### src/rtl/jog_pkg.sv
// Shared types and helpers for the jog button front-end: duty width, axis FSM
// states, axis command encoding and the repeat-timer width helper.
package jog_pkg;

  localparam int DC_W = 6;

  localparam logic [1:0] ST_IDLE   = 2'd0;
  localparam logic [1:0] ST_WAIT   = 2'd1;
  localparam logic [1:0] ST_REPEAT = 2'd2;

  typedef enum logic [1:0] {
    IDLE   = ST_IDLE,
    WAIT   = ST_WAIT,
    REPEAT = ST_REPEAT
  } axis_state_t;

  typedef enum logic [1:0] {
    CMD_NONE = 2'b00,
    CMD_INC  = 2'b01,
    CMD_DEC  = 2'b10
  } axis_cmd_t;

  // One timer serves both the first-repeat delay and the repeat period.
  function automatic int timer_w(input int delay_cycles, input int rate_cycles);
    int m;
    m = (delay_cycles > rate_cycles) ? delay_cycles : rate_cycles;
    return (m < 2) ? 1 : $clog2(m);
  endfunction

endpackage

### src/rtl/btn_debounce.sv
// Two-flop synchroniser followed by a debounce counter: the output level flips
// only after DEB_CYCLES consecutive synced samples disagree with it.
module btn_debounce #(
  parameter int DEB_CYCLES = 250000
) (
  input  logic i_clk,
  input  logic i_rst,
  input  logic i_btn,
  output logic o_level
);

  localparam int CNT_W = (DEB_CYCLES < 2) ? 1 : $clog2(DEB_CYCLES);
  localparam logic [CNT_W-1:0] CNT_LAST = CNT_W'(DEB_CYCLES - 1);

  logic [1:0]       r_sync;
  logic             r_level;
  logic [CNT_W-1:0] r_cnt;

  always_ff @(posedge i_clk) begin
    if (i_rst) begin
      r_sync  <= 2'b00;
      r_level <= 1'b0;
      r_cnt   <= '0;
    end else begin
      r_sync <= {r_sync[0], i_btn};
      if (r_sync[1] == r_level) begin
        r_cnt <= '0;
      end else if (r_cnt == CNT_LAST) begin
        r_level <= r_sync[1];
        r_cnt   <= '0;
      end else begin
        r_cnt <= r_cnt + CNT_W'(1);
      end
    end
  end

  assign o_level = r_level;

endmodule

### src/rtl/jog_ctrl.sv
// Converts four raw push-buttons into saturating X/Y duty words with a
// step-then-auto-repeat behaviour per axis.
module jog_ctrl
  import jog_pkg::*;
#(
  parameter int DEB_CYCLES   = 250000,
  parameter int REPEAT_DELAY = 25000000,
  parameter int REPEAT_RATE  = 5000000,
  parameter int STEP         = 1,
  parameter int DC_MIN       = 0,
  parameter int DC_MAX       = 63,
  parameter int DC_INIT      = 32
) (
  input  logic            sysclk,
  input  logic            Reset_Sw,
  input  logic            Bt_Up,
  input  logic            Bt_Down,
  input  logic            Bt_Left,
  input  logic            Bt_Right,
  output logic [DC_W-1:0] DC_X,
  output logic [DC_W-1:0] DC_Y,
  output logic            Step_X,
  output logic            Step_Y,
  output axis_state_t     o_dbg_state_x,
  output axis_state_t     o_dbg_state_y
);

  localparam int TMR_W = timer_w(REPEAT_DELAY, REPEAT_RATE);
  localparam logic [TMR_W-1:0] DELAY_LAST = TMR_W'(REPEAT_DELAY - 1);
  localparam logic [TMR_W-1:0] RATE_LAST  = TMR_W'(REPEAT_RATE - 1);
  localparam logic [DC_W:0]    STEP7      = (DC_W + 1)'(STEP);
  localparam logic [DC_W:0]    MAX7       = (DC_W + 1)'(DC_MAX);
  localparam logic [DC_W:0]    DEC_FLOOR7 = (DC_W + 1)'(DC_MIN + STEP);
  localparam logic [DC_W-1:0]  STEP6      = DC_W'(STEP);
  localparam logic [DC_W-1:0]  MIN6       = DC_W'(DC_MIN);
  localparam logic [DC_W-1:0]  MAX6       = DC_W'(DC_MAX);
  localparam logic [DC_W-1:0]  INIT6      = DC_W'(DC_INIT);

  logic [3:0]        w_raw;
  logic [3:0]        w_deb;
  logic [1:0]        w_inc;
  logic [1:0]        w_dec;
  logic [2*DC_W-1:0] w_dc;
  logic [1:0]        w_step;
  logic [3:0]        w_st;

  assign w_raw = {Bt_Right, Bt_Left, Bt_Down, Bt_Up};

  for (genvar b = 0; b < 4; b++) begin : g_btn
    btn_debounce #(.DEB_CYCLES(DEB_CYCLES)) u_deb (
      .i_clk  (sysclk),
      .i_rst  (Reset_Sw),
      .i_btn  (w_raw[b]),
      .o_level(w_deb[b])
    );
  end

  // Axis 0 is X (Right/Left), axis 1 is Y (Up/Down).
  assign w_inc = {w_deb[0], w_deb[3]};
  assign w_dec = {w_deb[1], w_deb[2]};

  // Step_X/Step_Y qualify DC_X/DC_Y: high for exactly the cycle a new value
  // appears on the duty word; there is no back-pressure from downstream.
  for (genvar a = 0; a < 2; a++) begin : g_axis
    axis_cmd_t        w_cmd;
    axis_cmd_t        r_cmd;
    axis_state_t      r_state;
    axis_state_t      w_state_nxt;
    logic [TMR_W-1:0] r_timer;
    logic [TMR_W-1:0] w_timer_nxt;
    logic [DC_W-1:0]  r_dc;
    logic [DC_W-1:0]  w_dc_inc;
    logic [DC_W-1:0]  w_dc_dec;
    logic [DC_W-1:0]  w_dc_nxt;
    logic [DC_W:0]    w_sum;
    logic             r_step;
    logic             w_apply;

    always_comb begin
      w_cmd = CMD_NONE;
      if (w_inc[a] && !w_dec[a]) begin
        w_cmd = CMD_INC;
      end else if (w_dec[a] && !w_inc[a]) begin
        w_cmd = CMD_DEC;
      end
    end

    // Saturating arithmetic is done one bit wider so the add can never wrap.
    always_comb begin
      w_sum    = {1'b0, r_dc} + STEP7;
      w_dc_inc = (w_sum > MAX7) ? MAX6 : w_sum[DC_W-1:0];
      w_dc_dec = ({1'b0, r_dc} >= DEC_FLOOR7) ? (r_dc - STEP6) : MIN6;
      w_dc_nxt = (w_cmd == CMD_INC) ? w_dc_inc : w_dc_dec;
    end

    always_comb begin
      w_state_nxt = r_state;
      w_timer_nxt = r_timer;
      w_apply     = 1'b0;
      case (r_state)
        IDLE: begin
          if (w_cmd != CMD_NONE) begin
            w_apply     = 1'b1;
            w_timer_nxt = '0;
            w_state_nxt = WAIT;
          end
        end
        WAIT: begin
          if (w_cmd != r_cmd) begin
            w_timer_nxt = '0;
            w_state_nxt = IDLE;
          end else if (r_timer == DELAY_LAST) begin
            w_apply     = 1'b1;
            w_timer_nxt = '0;
            w_state_nxt = REPEAT;
          end else begin
            w_timer_nxt = r_timer + TMR_W'(1);
          end
        end
        REPEAT: begin
          if (w_cmd != r_cmd) begin
            w_timer_nxt = '0;
            w_state_nxt = IDLE;
          end else if (r_timer == RATE_LAST) begin
            w_apply     = 1'b1;
            w_timer_nxt = '0;
          end else begin
            w_timer_nxt = r_timer + TMR_W'(1);
          end
        end
        default: begin
          w_timer_nxt = '0;
          w_state_nxt = IDLE;
        end
      endcase
    end

    // r_cmd is the previous cycle's command; it only matters while engaged.
    always_ff @(posedge sysclk) begin
      if (Reset_Sw) begin
        r_state <= IDLE;
        r_cmd   <= CMD_NONE;
        r_timer <= '0;
        r_dc    <= INIT6;
        r_step  <= 1'b0;
      end else begin
        r_state <= w_state_nxt;
        r_cmd   <= w_cmd;
        r_timer <= w_timer_nxt;
        r_step  <= w_apply && (w_dc_nxt != r_dc);
        if (w_apply) begin
          r_dc <= w_dc_nxt;
        end
      end
    end

    assign w_dc[a*DC_W +: DC_W] = r_dc;
    assign w_step[a]            = r_step;
    assign w_st[a*2 +: 2]       = r_state;
  end

  assign DC_X          = w_dc[DC_W-1:0];
  assign DC_Y          = w_dc[2*DC_W-1:DC_W];
  assign Step_X        = w_step[0];
  assign Step_Y        = w_step[1];
  assign o_dbg_state_x = axis_state_t'(w_st[1:0]);
  assign o_dbg_state_y = axis_state_t'(w_st[3:2]);

endmodule

### config.mk
export PLATFORM = sky130hd
export DESIGN_NAME = jog_ctrl
export DESIGN_NICKNAME = d
export VERILOG_FILES = /design/src/rtl/jog_pkg.sv /design/src/rtl/btn_debounce.sv /design/src/rtl/jog_ctrl.sv
export SDC_FILE = /design/constraint.sdc
export NUM_CORES = 1
export LEC_CHECK = 0
export BUFFER_PORTS_ARGS = -buffer_cell sky130_fd_sc_hd__buf_2
export CAP_MARGIN = 25
export CELL_PAD_IN_SITES_DETAIL_PLACEMENT = 2
export CELL_PAD_IN_SITES_GLOBAL_PLACEMENT = 2
export CORE_ASPECT_RATIO = 1.2
export CORE_MARGIN = 3
export CORE_UTILIZATION = 25
export CTS_BUF_LIST = sky130_fd_sc_hd__clkbuf_4
export DETAILED_ROUTE_END_ITERATION = 8
export MAX_ROUTING_LAYER = met4
export PLACE_DENSITY = 0.61
export SYNTH_ARGS = -nofsm -noshare
export SYNTH_HDL_FRONTEND = slang
export SYNTH_HIERARCHICAL = 1
export SYNTH_SLANG_ARGS = --single-unit
### constraint.sdc
create_clock -name sysclk -period 2.6 [get_ports sysclk]
set_clock_uncertainty 0.15 [all_clocks]
set_input_delay 0.26 -clock sysclk [delete_from_list [all_inputs] [get_ports sysclk]]
set_output_delay 0.26 -clock sysclk [all_outputs]
set_load 0.1 [all_outputs]
==> summary.txt <==
Status
  – Outcome: complete, no violations

Placed design
  – PortBufs: 23
  – DP Area: between 9000 and 10,000 um^2
  – Placed cell count: 1,468
  – HPWL reported at the end of detailed placement: 17,750 um
  – Gp weighted congestion: 0.7956

CTS
  – Postcts setup bufs: 0
  – Num CTS Buffers: 17
  – Clock sink count: 156
  – Clock transition at path regs: about 0.15 ns
  – Clk Tree Root Cell: clkbuf_4
  – Worst-Skew Late Latency: a little under 0.6 ns
  – TritonCTS clock tree: built
  – H-tree Lvls: 4
  – Max Root-Sink Buffers: 2

Power and ir drop
  – Tot Pwr: 4.524 mW
  – Leak: 3.020 nW
  – Worst IR Drop VDD: 271.9 uV
  – PD cells: ~470 nW/um^2

Final layout
  – Share of cells above drive strength 1: approximately 15%
  – Final instance area: approximately 10000 um^2
  – Fillers: 3,789
  – Multi-input gate area: 4952 um^2
  – Layout net count: between 1,000 and 1,500
  – P&R area growth vs syn: 17.09%
  – Post-Layout Cell Count: 1,507
  – Sequential cell area: 3141 um^2

Logic synthesis
  – Number of synthesized flops with an enable pin: 0
  – Post-synth top flop: dfxtp_1
  – Yosys warns: 6
  – Ys async rst share: 0%
  – Most frequent cells after synthesis: dfxtp_1 (156), nor2_1 (125), nand2_1 (89)
  – Post-Synthesis Cells: 1,018
  – Cell area after synthesis: 8293 um^2
  – Synth top area share: 37.66%
  – Sequential share of the synthesized area: 37.66%
  – Avg Cell Area, Syn: slightly above 8 um^2
  – Top post-synthesis cells by area: dfxtp_1 (38%), xnor2_1 (7.0%), nor2_1 (5.7%), nand2_1 (4.0%), ha_1 (3.9%)
  – Most frequent cell after synthesis: dfxtp_1
  – #FFs+latches synth: 156
  – Yosys top cell by area: dfxtp_1
  – Syn_nets: 1,050
  – Unique masters post-synth: 71

Global route
  – GR Overflow Total: 0
  – Maximum number of pins on one net before global-route repair: 34
  – GRT Overall Usage: 14.72%
  – First-pass GRT wire length: around 42,000 um
  – Vias in the first global route: 8,209
  – Initial antenna violation count: 1

Timing
  – Worst-margin pin slew: 0.5141 ns
  – Fmax: a little over 400 MHz
  – Slew HR: 65.25%
  – Minimum clock period: 2.416 ns
  – Setup-failing EPs final: 0
  – Hold Worst Slack: 0.2965 ns
  – Final Hold Viols: 0
  – Final worst-path cycle share: 92.92%
  – Final TNS setup: 0 ns
  – Slew Viols, Final: 0

Floorplanning
  – # rows: 72
  – Die X-Extent: 172.3 um
  – Placeable Area: 32,430 um^2
  – Die height: 205.5 um
  – IO Count: 24
  – Initial core utilization: ~26%
  – Die area: 35,400 um^2

Critical path
  – Startpoint Class: flip-flop
  – Endpoint class of the critical path: flip-flop
  – WS Path Type: flip-flop to flip-flop
  – Critical-path maximum fanout: 6
  – Required @ worst endpoint: 2.89 ns
  – Worst EP arrival: 2.70 ns

Run
  – Max Cap Viol: 0

Detailed routing
  – Final WL: 24,510 um
  – DR WL/cell: 16.26 um
  – Iter 0 DRT Violations: 275
  – DR vias/cell: just over 5
  – Drt pass-1 iters: 4
  – Vias: 7,692
  – Final ANT Viol Nets: 0
  – DRC Markers: 0

Hold path
  – HP Class: flip-flop to flip-flop
logic make-up (layout without fill, tap and decap cells):
group	after synthesis	in the layout	share of synthesized area [%]
XOR/XNOR	77	77	8.132
flip-flops	156	156	37.66
other	0	1	0
adder cells (fa/ha/maj)	26	26	3.923
AO/OA/AOI/OAI	179	179	14.08
buffers and inverters	75	156	3.576
multiplexers	6	6	0.7544
AND/OR/NAND/NOR	499	499	31.88
state kept, by name, summed over array words and instances, names as in the netlist:
signal               flops
g_btn.u_deb/r_cnt       72
g_axis.r_cmd             4
o_dbg_state_x            2
g_btn.u_deb/o_level      4
Step_X                   1
g_axis.r_timer          50
g_btn.u_deb/r_sync       8
DC_Y                     6
DC_X                     6
Step_Y                   1
o_dbg_state_y            2
cells in the final DEF (no fill, tap or decap), types with 8 or more instances in the layout:
master         count
and2_1             9
buf_2             22
and3_1            17
nand3b_1           9
clkbuf_4          18
inv_1             40
nor4b_1           10
ha_1              26
nor2_1           125
nor3_1            39
nor2b_1           16
xnor2_1           64
nand2_1           89
xor2_1            11
a21oi_1           50
o21ai_0           31
or3_1             11
a211oi_1           8
or3_2              8
nand4_1           26
nor4_1            23
dfxtp_2            8
dfxtp_1          146
buf_4             56
nand3_1           65
o31ai_1           15
a31oi_1           23
dlygate4sd3_1      8
worst paths after layout:
check / from / to / cells past startpoint / slack (ns)
min reg2reg: g_btn[3].u_deb/r_sync[0] / g_btn[3].u_deb/r_sync[1] / 1 / 0.30
max reg2reg: DC_Y[0] / Step_Y / 8 / 0.18
max: DC_Y[0] / Step_Y / 8 / 0.18
min: g_btn[3].u_deb/r_sync[0] / g_btn[3].u_deb/r_sync[1] / 1 / 0.30
metal layers:
layer	up-vias	track usage [%]	wire length (um)
met5	-	-	0
met4	0	4.050	302
met3	14	1.979	392
met2	54	25.33	12180
met1	3821	18.07	11630
li1	3803	-	-
power by group:
part	switching (mW)	internal [mW]	total [mW]
Sequential	0.0129	2.40	2.42
Clock	0.963	0.877	1.84
Combinational	0.182	0.0853	0.268
worst max-delay path, cell delays in order, from the launching register on:
cell       delay, ns
dfxtp_2         0.44
inv_1           0.11
ha_1            0.37
nand2_1         0.11
nor4_4          0.22
a2bb2oi_2       0.17
nand2_1         0.13
a2111oi_2       0.46
a211oi_1        0.14
area by class of cell:
class | instances | area share (%)
multi-input cells | 787 | 51.00
flip-flops and latches | 156 | 32.34
repair buffers | 86 | 6.288
well taps | 407 | 5.244
clock inverters | 12 | 2.165
inverters | 40 | 1.546
clock buffers | 18 | 1.392
diodes | 1 | 0.02577
metrics by stage:
| stage | util, % | setup WS (ns) |
|---|---|---|
| global placement | 28.40 | 0.1081 |
| detailed placement | 28.40 | 0.04816 |
| finish | 29.94 | 0.1841 |
| global route | 29.94 | -0.04471 |
| CTS | 29.71 | 0.008889 |
| floorplan | - | -0.07015 |
what timing repair did:
item / in CTS / in global routing
hold buffers: 8 / 0
endpoints found under the setup margin: 0 / 21
hold endpoints to repair: 16 / 0
resized for setup: 0 / 16
Note: power is estimated with default switching activity, not from simulation.
